[src/rtl/btb_assoc_pred_if.sv]
// Fetch/EX-side bus of the branch target buffer: lookup, resolved-branch write-back and flush.
// The master drives PCs and strobes; the slave (the BTB) answers with the prediction and busy.
interface btb_assoc_pred_if;
   logic [31:0] pc;
   logic        valid;
   logic [31:0] target;
   logic        predicted_taken;
   logic        update;
   logic [31:0] update_pc;
   logic [31:0] update_target;
   logic        update_taken;
   logic        flush;
   logic        busy;

   modport master (
      output pc, update, update_pc, update_target, update_taken, flush,
      input  valid, target, predicted_taken, busy
   );

   modport slave (
      input  pc, update, update_pc, update_target, update_taken, flush,
      output valid, target, predicted_taken, busy
   );
endinterface

[src/rtl/btb_assoc_pred.sv]
// N-way set-associative BTB with 2-bit direction counters, tree pseudo-LRU replacement,
// allocate-on-taken write-back and a one-set-per-cycle flush sweep.
module btb_assoc_pred #(
   parameter int         SETS     = 8,
   parameter int         WAYS     = 2,
   parameter logic [1:0] CTR_INIT = 2'b10
) (
   input logic             clk,
   input logic             rst,
   btb_assoc_pred_if.slave bus
);
   localparam int IDX   = $clog2(SETS);
   localparam int WAY_W = $clog2(WAYS);
   localparam int TAG_W = 30 - IDX;

   typedef enum logic {S_IDLE, S_SWEEP} state_t;

   state_t             r_state;
   logic [IDX-1:0]     r_ptr;
   logic               r_busy;
   logic [WAYS-1:0]    r_valid  [SETS];
   logic [WAYS-2:0]    r_plru   [SETS];
   logic [1:0]         r_ctr    [SETS][WAYS];
   logic [TAG_W-1:0]   r_tag    [SETS][WAYS];
   logic [31:0]        r_target [SETS][WAYS];

   // Tree PLRU: each bit points at the subtree holding the victim (0 = lower ways).
   function automatic logic [WAYS-2:0] plru_touch(input logic [WAYS-2:0] bits,
                                                  input logic [WAY_W-1:0] way);
      logic [WAYS-2:0] r;
      r = bits;
      if (WAYS == 2) begin
         r[0] = ~way[0];
      end else begin
         r[0] = ~way[WAY_W-1];
         if (way[WAY_W-1]) r[WAYS-2]   = ~way[0];
         else              r[WAYS/2-1] = ~way[0];
      end
      return r;
   endfunction

   function automatic logic [WAY_W-1:0] plru_victim(input logic [WAYS-2:0] bits);
      logic [WAY_W-1:0] v;
      v = '0;
      v[WAY_W-1] = bits[0];
      if (WAYS == 4) v[0] = bits[0] ? bits[WAYS-2] : bits[WAYS/2-1];
      return v;
   endfunction

   logic [IDX-1:0]   w_l_idx, w_u_idx;
   logic [TAG_W-1:0] w_l_tag, w_u_tag;
   logic             w_l_hit, w_u_hit, w_u_free;
   logic [WAY_W-1:0] w_l_way, w_u_hit_way, w_u_free_way, w_u_way;
   logic             w_u_en, w_u_touch, w_l_touch;
   logic [1:0]       w_ctr_cur, w_ctr_next;
   logic             w_unused_bits;

   assign w_l_idx       = bus.pc[IDX+1:2];
   assign w_l_tag       = bus.pc[31:IDX+2];
   assign w_u_idx       = bus.update_pc[IDX+1:2];
   assign w_u_tag       = bus.update_pc[31:IDX+2];
   assign w_unused_bits = ^{bus.pc[1:0], bus.update_pc[1:0]};

   // NOTE: every variable written in an always_comb gets a default first, so no latch is inferred.
   always_comb begin
      w_l_hit      = 1'b0;
      w_l_way      = '0;
      w_u_hit      = 1'b0;
      w_u_hit_way  = '0;
      w_u_free     = 1'b0;
      w_u_free_way = '0;
      // Descending scan so the lowest-numbered free way is the one that sticks.
      for (int w = WAYS - 1; w >= 0; w--) begin
         if (r_valid[w_l_idx][w] && r_tag[w_l_idx][w] == w_l_tag) begin
            w_l_hit = 1'b1;
            w_l_way = WAY_W'(w);
         end
         if (r_valid[w_u_idx][w] && r_tag[w_u_idx][w] == w_u_tag) begin
            w_u_hit     = 1'b1;
            w_u_hit_way = WAY_W'(w);
         end
         if (!r_valid[w_u_idx][w]) begin
            w_u_free     = 1'b1;
            w_u_free_way = WAY_W'(w);
         end
      end
   end

   assign w_u_way = w_u_hit  ? w_u_hit_way :
                    w_u_free ? w_u_free_way : plru_victim(r_plru[w_u_idx]);

   assign bus.valid           = (r_state == S_IDLE) && w_l_hit;
   assign bus.target          = bus.valid ? r_target[w_l_idx][w_l_way] : 32'h0;
   assign bus.predicted_taken = bus.valid && r_ctr[w_l_idx][w_l_way][1];
   assign bus.busy            = r_busy;

   // A flush in the same cycle discards the update.
   assign w_u_en    = bus.update && (r_state == S_IDLE) && !bus.flush;
   assign w_u_touch = w_u_en && (w_u_hit || bus.update_taken);
   assign w_l_touch = bus.valid && !(w_u_en && (w_u_idx == w_l_idx));

   always_comb begin
      w_ctr_cur = r_ctr[w_u_idx][w_u_way];
      if (!w_u_hit)              w_ctr_next = CTR_INIT;
      else if (bus.update_taken) w_ctr_next = (w_ctr_cur == 2'd3) ? 2'd3 : w_ctr_cur + 2'd1;
      else                       w_ctr_next = (w_ctr_cur == 2'd0) ? 2'd0 : w_ctr_cur - 2'd1;
   end

   always_ff @(posedge clk or negedge rst) begin
      if (!rst) begin
         r_state <= S_IDLE;
         r_ptr   <= '0;
         r_busy  <= 1'b0;
         for (int s = 0; s < SETS; s++) begin
            r_valid[s] <= '0;
            r_plru[s]  <= '0;
            for (int w = 0; w < WAYS; w++) r_ctr[s][w] <= 2'd0;
         end
      end else begin
         case (r_state)
            S_IDLE: begin
               if (bus.flush) begin
                  r_state <= S_SWEEP;
                  r_ptr   <= '0;
                  r_busy  <= 1'b1;
               end
               if (w_l_touch) r_plru[w_l_idx] <= plru_touch(r_plru[w_l_idx], w_l_way);
               if (w_u_touch) begin
                  r_valid[w_u_idx][w_u_way] <= 1'b1;
                  r_ctr[w_u_idx][w_u_way]   <= w_ctr_next;
                  r_plru[w_u_idx]           <= plru_touch(r_plru[w_u_idx], w_u_way);
               end
            end
            S_SWEEP: begin
               r_valid[r_ptr] <= '0;
               r_plru[r_ptr]  <= '0;
               if (r_ptr == IDX'(SETS - 1)) begin
                  r_state <= S_IDLE;
                  r_busy  <= 1'b0;
               end else begin
                  r_ptr <= r_ptr + 1'b1;
               end
            end
            default: r_state <= S_IDLE;
         endcase
      end
   end

   // NOTE: tags and targets carry no reset; the valid bits alone decide whether an entry is live.
   always_ff @(posedge clk) begin
      if (w_u_en && bus.update_taken) begin
         r_target[w_u_idx][w_u_way] <= bus.update_target;
         if (!w_u_hit) r_tag[w_u_idx][w_u_way] <= w_u_tag;
      end
   end
endmodule
[src/flat_wrapper.sv]
// flat-port wrapper written by rule: the top's interface ports become plain ports
module btb_assoc_pred_flat 
#(
   parameter int         SETS     = 8,
   parameter int         WAYS     = 2,
   parameter logic [1:0] CTR_INIT = 2'b10
)
  (clk, rst, bus_pc, bus_update, bus_update_pc, bus_update_target, bus_update_taken, bus_flush, bus_valid, bus_target, bus_predicted_taken, bus_busy);
  btb_assoc_pred_if bus_i ();
  input logic clk;
  input logic rst;
  input wire logic [$bits(bus_i.pc)-1:0] bus_pc;
  input wire logic [$bits(bus_i.update)-1:0] bus_update;
  input wire logic [$bits(bus_i.update_pc)-1:0] bus_update_pc;
  input wire logic [$bits(bus_i.update_target)-1:0] bus_update_target;
  input wire logic [$bits(bus_i.update_taken)-1:0] bus_update_taken;
  input wire logic [$bits(bus_i.flush)-1:0] bus_flush;
  output wire logic [$bits(bus_i.valid)-1:0] bus_valid;
  output wire logic [$bits(bus_i.target)-1:0] bus_target;
  output wire logic [$bits(bus_i.predicted_taken)-1:0] bus_predicted_taken;
  output wire logic [$bits(bus_i.busy)-1:0] bus_busy;
  assign bus_i.pc = bus_pc;
  assign bus_i.update = bus_update;
  assign bus_i.update_pc = bus_update_pc;
  assign bus_i.update_target = bus_update_target;
  assign bus_i.update_taken = bus_update_taken;
  assign bus_i.flush = bus_flush;
  assign bus_valid = bus_i.valid;
  assign bus_target = bus_i.target;
  assign bus_predicted_taken = bus_i.predicted_taken;
  assign bus_busy = bus_i.busy;
  btb_assoc_pred #(.SETS(SETS), .WAYS(WAYS), .CTR_INIT(CTR_INIT)) u_core (.clk(clk), .rst(rst), .bus(bus_i));
endmodule
[config.mk]
export PLATFORM = sky130hd
export DESIGN_NAME = btb_assoc_pred_flat
export DESIGN_NICKNAME = d
export VERILOG_FILES = /design/src/rtl/btb_assoc_pred_if.sv /design/src/rtl/btb_assoc_pred.sv /design/src/flat_wrapper.sv
export SDC_FILE = /design/constraint.sdc
export NUM_CORES = 1
export LEC_CHECK = 0
export BUFFER_PORTS_ARGS = -buffer_cell sky130_fd_sc_hd__buf_4
export CORE_MARGIN = 3
export CORE_UTILIZATION = 35
export DETAILED_ROUTE_END_ITERATION = 8
export PLACE_DENSITY_LB_ADDON = 0.05
export SKIP_CTS_REPAIR_TIMING = 1
export SYNTH_ARGS = -nofsm -noshare
export SYNTH_HDL_FRONTEND = slang
export SYNTH_SLANG_ARGS = --single-unit
[constraint.sdc]
create_clock -name clk -period 15.83 [get_ports clk]
set_input_delay 3.166 -clock clk [delete_from_list [all_inputs] [get_ports clk]]
set_output_delay 3.166 -clock clk [all_outputs]
set_load 0.005 [all_outputs]
## After elaboration in Yosys (flattened, before gate mapping)

Memory sizes are Yosys's and may differ from the RTL's.
Index checks and enable logic that the tools add are counted.

- Flip-flop bits (word level): 61
- RAM bits: 944
- Input port bits: 101
- Memories kept: 2

Memory list:

| name | depth | width | rd ports | clocked after Yosys merged registers in | write ports | line | source |
|---|---|---|---|---|---|---|---|
| u_core.r_target | 8 | 64 | 1 | 0 | 1 | btb_assoc_pred.sv:25 | `logic [31:0] r_target [SETS][WAYS];` |
| u_core.r_tag | 8 | 54 | 2 | 0 | 1 | btb_assoc_pred.sv:24 | `logic [TAG_W-1:0] r_tag [SETS][WAYS];` |

- Add/sub/neg operators: 3
- Order comparisons: 11
- Equal/unequal tests: 11
- Mux-type cells: 87
- Bitwise operators: 13
- Reduce and logical (&&, ||, !) cells: 24

Operator list:

| cell | count |
|---|---|
| $mux W32 | 5 |
| $eq A27 B27 Y1 | 4 |
| $mux W64 | 1 |
| $mux W54 | 1 |
| $mux W2 | 17 |
| $bwmux W32 | 1 |
| $demux W32 S1 | 1 |
| $pmux W16 S2 | 1 |
| $mux W1 | 28 |
| $demux W27 S1 | 1 |
| $mux W27 | 1 |
| $bmux W4 S3 | 2 |
| $mux W8 | 3 |
| $mux W4 | 5 |
| $logic_and A1 B1 Y1 | 17 |
| $and A16 B16 Y16 | 1 |
| $bwmux W8 | 2 |
| $mux W16 | 1 |
| $not A16 Y16 | 1 |
| $or A16 B16 Y16 | 1 |
| $pmux W8 S2 | 1 |
| $bmux W2 S3 | 2 |
| $demux W2 S3 | 2 |
| $demux W4 S3 | 1 |
| 30 further kinds | 49 |

## Logic depth before layout (Yosys ltp)

Gate-level depths: netlist of run 1.

- Word-level depth: 17
- Depth in mapped cells: 16
- Mapped depth without buffers: 9

## Worst setup path before layout of run 1

No wires, ideal clock.

- Path type: input port to output port
- From: input bus_pc[4]
- To: output bus_target[26]
- Data arrival time: 5.962 ns
- Slack: 6.702 ns
- Cell stages on the path: 13
- Buffers on the path: 4
- Path through: buf_2 buf_4 clkbuf_1 mux4_2 mux2i_1 xor2_1 nand3_1 nor4_1 nand2_1 a2111oi_4 buf_6 mux2_2 nor2_1

- Longest elaborated chain between the ends: 12
- Elaborated cells on any way between the ends: 19
- Classes of those cells: eq/ne (2); mux (10); bitwise (2); reduce/logical (3); memory (2)

Ends and longest elaborated chain:

| element | line | source |
|---|---|---|
| from (decl) | flat_wrapper.sv:12 | `input wire logic [$bits(bus_i.pc)-1:0] bus_pc;` |
| parallel branches: the longest is 11 deep, another holds $mem_v2 Z8 W54 | -- |  |
| $mux W32 (*) | btb_assoc_pred.sv:93 | `assign bus.target = bus.valid ? r_target[w_l_idx][w_l_way] : 32'h0;` |
| to (decl) | flat_wrapper.sv:19 | `output wire logic [$bits(bus_i.target)-1:0] bus_target;` |

Every way passes the cells marked *. The select of a mux whose other input is x is not followed.

## Final worst setup path of run 1

- From: input bus_pc[4]
- To: output bus_target[3]

The elaborated chain is that of the path after synthesis.

==> results.ini, run 1 <==
[min_path]
hp-class=reg2reg

[synth]
synth_fa_ha_area_frac=0.00125
synth-seq-cells=1005
ys_warn_count=0
synth_commonest_cells=edfxtp_1, o22ai_1, mux2i_1
syn-num-nets=2835
yosys.area_share.xor_xnor=0.0189
synth_edf_count=944
synth.avg_cell_area_sq_um=16.1
ys.flop_type=edfxtp_1
synthCells=2732
synth.area.mux_share=0.121
synth_area_leaders=edfxtp_1, mux4_2, mux2i_1
synth_top_family_by_area=multiplexers
netlist_area_sq_um=43900
synth-seq-area-share=0.680
synthSimpleGateAreaFrac=0.0524
synthArstFlopShare=0.0607
synth_cell_types=94
synth_area_leader_cell=edfxtp_1
synth-compound-area-share=0.102
yosysMostFrequentCell=edfxtp_1
synth_top_area_frac=0.645

[drt]
first_pass_iters=7
routed_via_density=5.94
drc=0
wire_per_inst_um=34.9
dr.first_iter.drc_count=2838
ant_nets=0
totalWireLength_um=161000
via_count=27368

[finish]
drive_gt1_frac=0.229
post-route-util=0.407
final_nets=2975
syn_to_final_growth_pct=15.0

[placed_design]
dp_hpwl_um=91200
io_buffers=131
dpl_worst_slack_ns=3.58
gp_congestion=0.848

[timing]
fin_tns_setup_ns=0
timing.fmax_mhz=81.8
tightest_slew_ns=1.17
finalMaxSlewViolations=0
period_share=0.772
rsz0062_at_grt=no
setup_viol=0
timing.final.ws_setup_ns=3.61
period_minus_slack_ns=12.22
whs_ns=0.487
final-hold-violation-count=0
skew_ns=0.0385
maxSlewHeadroom=0.216

[global_route]
grt_pass1_wl_um=223000
grt_overflow=0
grt.total_usage=0.243
antenna_found_initial=9
grt_max_degree=108
grt_pass1_vias=27957

[clock_tree]
clk_path_buf_depth=3
clk_latency_ns=0.72
cts_tree=built
clkSlewWorstSetupHoldPaths_ns=0.06
cts_root_buffer=clkbuf_16
clock_sinks=1005
cts-htree-levels=3
tritoncts.num_buffers=111

[setup_path]
startpoint_type=input pin
crit_arrival_ns=9.06
path_max_fanout=107
cp.required_ns=12.66
critPathKind=in2out
crit_path_end_kind=output pin

[power]
p_per_area_nw_per_um2=121
ir_drop_uv=84.7
p_leak_uw=0.0165

[floorplanning]
initial_core_util=0.354
coreArea_sq_um=124000
num_io_pins=136
rows=129
dieArea_sq_um=130000
die_w_um=360
fp.dieH_um=360

[run]
cap_viol_max_count=0

[status]
status=finished, final reports clean

[cell usage in the layout (no fill, tap or decap), types with 55 or more instances in the layout]
cell type,synthesis,layout
edfxtp_1,944,944
buf_4,22,206
o22ai_1,196,196
mux2i_1,163,163
mux2_2,112,112
clkbuf_16,0,111
mux4_2,100,100
nor2_1,91,75
nand2_1,81,74
dfrtp_1,61,61
a22oi_1,57,57
xnor2_1,55,55
[power by group]
group          leakage, uW  internal [uW]  switching [uW]  total, uW
Combinational      0.00544            178             361        539
Clock              0.00178           1500            1100       2600
Sequential         0.00929           2930            24.4       2960
[stage by stage]
step	std cells	area (sq um)	total power, uW
global placement	4396	46900	3550
detailed placement	4396	46900	3550
finish	4606	50600	6100
floorplan	2732	43900	3310
global route	4603	50500	6300
CTS	4603	50500	6160
[critical path, stage by stage]
cell and delay [ns]:
buf_8 0.53, buf_12 0.54, or2_2 0.52, o22ai_1 0.15
o21ai_0 0.18, nand2_1 0.22, nor4_1 0.85, or4b_1 0.56
a2111oi_4 0.50, buf_4 0.53, o211ai_1 0.18, a21oi_1 0.62
buf_4 0.23
[cell families (layout without fill, tap and decap cells)]
family,Yosys count,after routing
DFF,1005,1005
AOI/OAI and AO/OA,613,613
and+or+nand+nor,419,419
muxes,389,389
buffers and inverters,206,440
xor gates and xnor gates,95,95
adders and majority gates,5,5
other,0,3
[area by class of cell]
| type | instances | area [sq um] |
|---|---|---|
| antenna | 3 | 7.51 |
| clock buffer | 133 | 2900 |
| clock inverter | 74 | 762 |
| fill | 11324 | 73600 |
| inverter | 20 | 75.1 |
| multi-input combinational | 1521 | 13200 |
| sequential | 1005 | 29900 |
| tap | 1637 | 2050 |
| timing repair buffer | 213 | 1650 |
[registers in the layout, indices dropped and copies added, names as in the netlist]
register / count
u_core.r_ctr: 32
u_core.r_valid: 16
u_core.bus.busy: 1
u_core.r_ptr: 3
u_core.r_state: 1
u_core.r_plru: 8
u_core.r_tag: 432
u_core.r_target: 512
[worst paths after layout]
path	from	to	slack (ns)	cells past startpoint
worst min register to register	u_core.r_ctr[8]	u_core.r_ctr[8]	0.49	1
max in group asynchronous	rst	u_core.r_valid[15]	12.75	1
worst max-delay path	bus_pc[4]	bus_target[3]	3.61	13
min in group asynchronous	rst	u_core.r_ctr[10]	2.55	1
worst min-delay path	u_core.r_ctr[8]	u_core.r_ctr[8]	0.49	1
worst max register to register	u_core.r_tag[0][1]	u_core.r_tag[1][23]	10.79	11
[metal layers]
layer	GRT usage	vias up	wire, um
met2	0.408	996	78200
met5	0	-	54
met4	0.0783	8	5380
met1	0.326	14544	68600
met3	0.0344	269	8570
li1	-	11551	-
No activity file was read; power rests on OpenSTA's default activity.
==> inputs of run 2 (changes only) <==
Settings changed: ABC_AREA set to 1.
Clock period 15.83 ns to 12.05 ns, I/O delays scaled along.
==> run 2 against run 1 <==
- wire length grew 4.2%
- sequential share of layout area shrank 3.1 points
- sequential cell count is the same
- highest routed layer unchanged
==> results.ini, run 2 <==
[status]
status=finished, final reports clean

[power]
ir_drop_uv=126  ; +48%
p_leak_uw=0.0214  ; +29%
p_per_area_nw_per_um2=150  ; +25%

[synth]
synthArstFlopShare=0.0607  ; unchanged
synth_top_area_frac=0.604  ; -0.0410
yosysMostFrequentCell=nand2_1
synth_area_leaders=edfxtp_1, nand2_1, inv_1
synth_cell_types=48  ; -49%
synth_area_leader_cell=edfxtp_1
netlist_area_sq_um=46900  ; +6.8%
synth.avg_cell_area_sq_um=9.74  ; -39%
synth_edf_count=944  ; unchanged
ys_warn_count=0  ; unchanged
syn-num-nets=4922  ; +74%
synth_commonest_cells=nand2_1, edfxtp_1, inv_1
synthCells=4819  ; +76%
ys.flop_type=edfxtp_1
synth-seq-cells=1005  ; unchanged
synth-seq-area-share=0.637  ; -0.0432

[floorplanning]
rows=133  ; +3.1%
fp.dieH_um=372  ; +3.3%
initial_core_util=0.355  ; +0.000670
coreArea_sq_um=132000  ; +6.6%
die_w_um=372  ; +3.3%
dieArea_sq_um=138000  ; +6.7%
num_io_pins=136  ; unchanged

[timing]
final-hold-violation-count=0  ; unchanged
period_share=0.809
maxSlewHeadroom=0.228  ; +0.0114
skew_ns=0.0561  ; +0.0177 ns
setup_viol=0  ; unchanged
whs_ns=0.484  ; -0.00329 ns
rsz0062_at_grt=no
fin_tns_setup_ns=0  ; unchanged
tightest_slew_ns=1.16  ; -0.0128 ns
period_minus_slack_ns=9.74
timing.fmax_mhz=103
finalMaxSlewViolations=0  ; unchanged

[global_route]
grt_pass1_wl_um=239000  ; +7.1%
antenna_found_initial=6  ; -3
grt_max_degree=139  ; +29%
grt.total_usage=0.240  ; -0.00272
grt_overflow=0  ; unchanged
grt_pass1_vias=33575  ; +20%

[clock_tree]
clkSlewWorstSetupHoldPaths_ns=0.06  ; about the same
tritoncts.num_buffers=115  ; +3.6%
cts_root_buffer=clkbuf_16
clock_sinks=1005  ; unchanged
cts_tree=built
clk_latency_ns=0.75  ; +0.03 ns
clk_path_buf_depth=3  ; unchanged
cts-htree-levels=3  ; unchanged

[finish]
top_regs=u_core.r_target x512, u_core.r_tag x432, u_core.r_ctr x32
layout_common_cells=nand2_1, edfxtp_1, inv_1, o21ai_0, nor2_1
final_nets=4998  ; +68%
fin_area_sq_um=53400  ; +5.6%
multi_input_area_sq_um=14300  ; +8.2%
n_fill_cell=13077  ; +15%
seq_area_sq_um=29900  ; unchanged
instances_no_fill=6750  ; +47%
drive_gt1_frac=0.0916  ; -0.138
post-route-util=0.404  ; -0.00369
largest_register_ffs=512  ; unchanged
final_common_cell=nand2_1
largest-register=u_core.r_target
syn_to_final_growth_pct=13.8

[setup_path]
worst_path_max_delay_cell=a211oi_1
crit_path_end_kind=output pin
path_cells=buf_4 -> buf_4 -> nor2_1 -> nand2_4 -> o21ai_0 -> nor2_1 -> nand3_1 -> nand2_1 -> nor2_1 -> nand2_1 -> nor2_1 -> nand2_1 -> inv_1 -> nand2_1 -> nand2_2 -> inv_2 -> buf_4 -> nor2_1 -> a211oi_1 -> buf_4
startpoint_type=input pin
crit_family=buffers and inverters
cpPeakStageDelay_ns=0.62  ; -0.23 ns
cp_num_buf_inv=6  ; +2
path_max_fanout=37  ; -65%
cp.required_ns=9.64  ; -3.02 ns
critPathKind=in2out
path_common_cell=nor2_1
crit_arrival_ns=7.33  ; -1.73 ns

[placed_design]
gp_congestion=0.905  ; +6.7%
dp.cells=6533  ; +49%
dp_hpwl_um=96900  ; +6.2%
io_buffers=131  ; unchanged
placed_area_sq_um=49700  ; +6.1%

[drt]
routed_via_density=5.14  ; -13%
drc=0  ; unchanged
first_pass_iters=6  ; -1
ant_nets=0  ; unchanged
dr.first_iter.drc_count=3083  ; +8.6%
via_count=34713  ; +27%
wire_per_inst_um=24.8  ; -29%
totalWireLength_um=168000  ; +4.2%

[min_path]
hp-class=reg2reg

[run]
cap_viol_max_count=0  ; unchanged

==> run 2: routing by layer <==
metal  share of wire  track usage  routed length (um)
met3           0.052       0.0393                8680
met2            0.48        0.406               80800
met1            0.43        0.315               72500
met5        0.000060            0                  10
met4           0.034       0.0765                5630
==> run 2: worst paths after layout <==
check / startpoint / endpoint / slack, ns / cells after the start
max reg2reg: u_core.r_tag[5][38] / u_core.r_target[0][35] / 6.95 / 14
max in group asynchronous: rst / u_core.r_valid[8] / 9.74 / 1
min in group asynchronous: rst / u_core.r_ctr[10] / 1.77 / 1
min reg2reg: u_core.r_ctr[22] / u_core.r_ctr[22] / 0.48 / 2
min: u_core.r_ctr[22] / u_core.r_ctr[22] / 0.48 / 2
max: bus_pc[3] / bus_target[10] / 2.31 / 20
==> run 2: cells by family (layout without fill, tap and decap cells) <==
| group | Yosys count | after routing | share of synthesized area |
|---|---|---|---|
| and+or+nand+nor | 2401 | 2401 | 0.208 |
| DFF | 1005 | 1005 | 0.637 |
| buffers and inverters | 703 | 874 | 0.0636 |
| AOI/OAI and AO/OA | 699 | 699 | 0.0892 |
| xor gates and xnor gates | 9 | 9 | 0.00168 |
| adders and majority gates | 2 | 2 | 0.000533 |
| other | 0 | 5 | 0 |
==> run 2: stage by stage <==
step                total power, uW  setup slack [ns]
floorplan                      4390              5.15
finish                         8030              2.31
CTS                            8110              2.25
detailed placement             4700              2.24
global route                   8340              2.09
global placement               4690              2.26
==> run 2: worst min-delay path: stages, from the launching register on <==
cell and delay, ns:
dfrtp_1 0.35, nand2_1 0.05, nand2_1 0.05
==> run 2: where the power goes <==
group	switching (uW)	internal, uW
Sequential	31.7	3860
Clock	1460	1940
Combinational	542	190
Total	2040	5990
==> run 2: layout make-up <==
cell class,instances,share of cell area
tap,1755,0.0411
timing repair buffer,202,0.0299
inverter,460,0.0327
antenna,5,0.000234
clock inverter,59,0.0101
sequential,1005,0.560
clock buffer,153,0.0583
multi-input combinational,3111,0.268
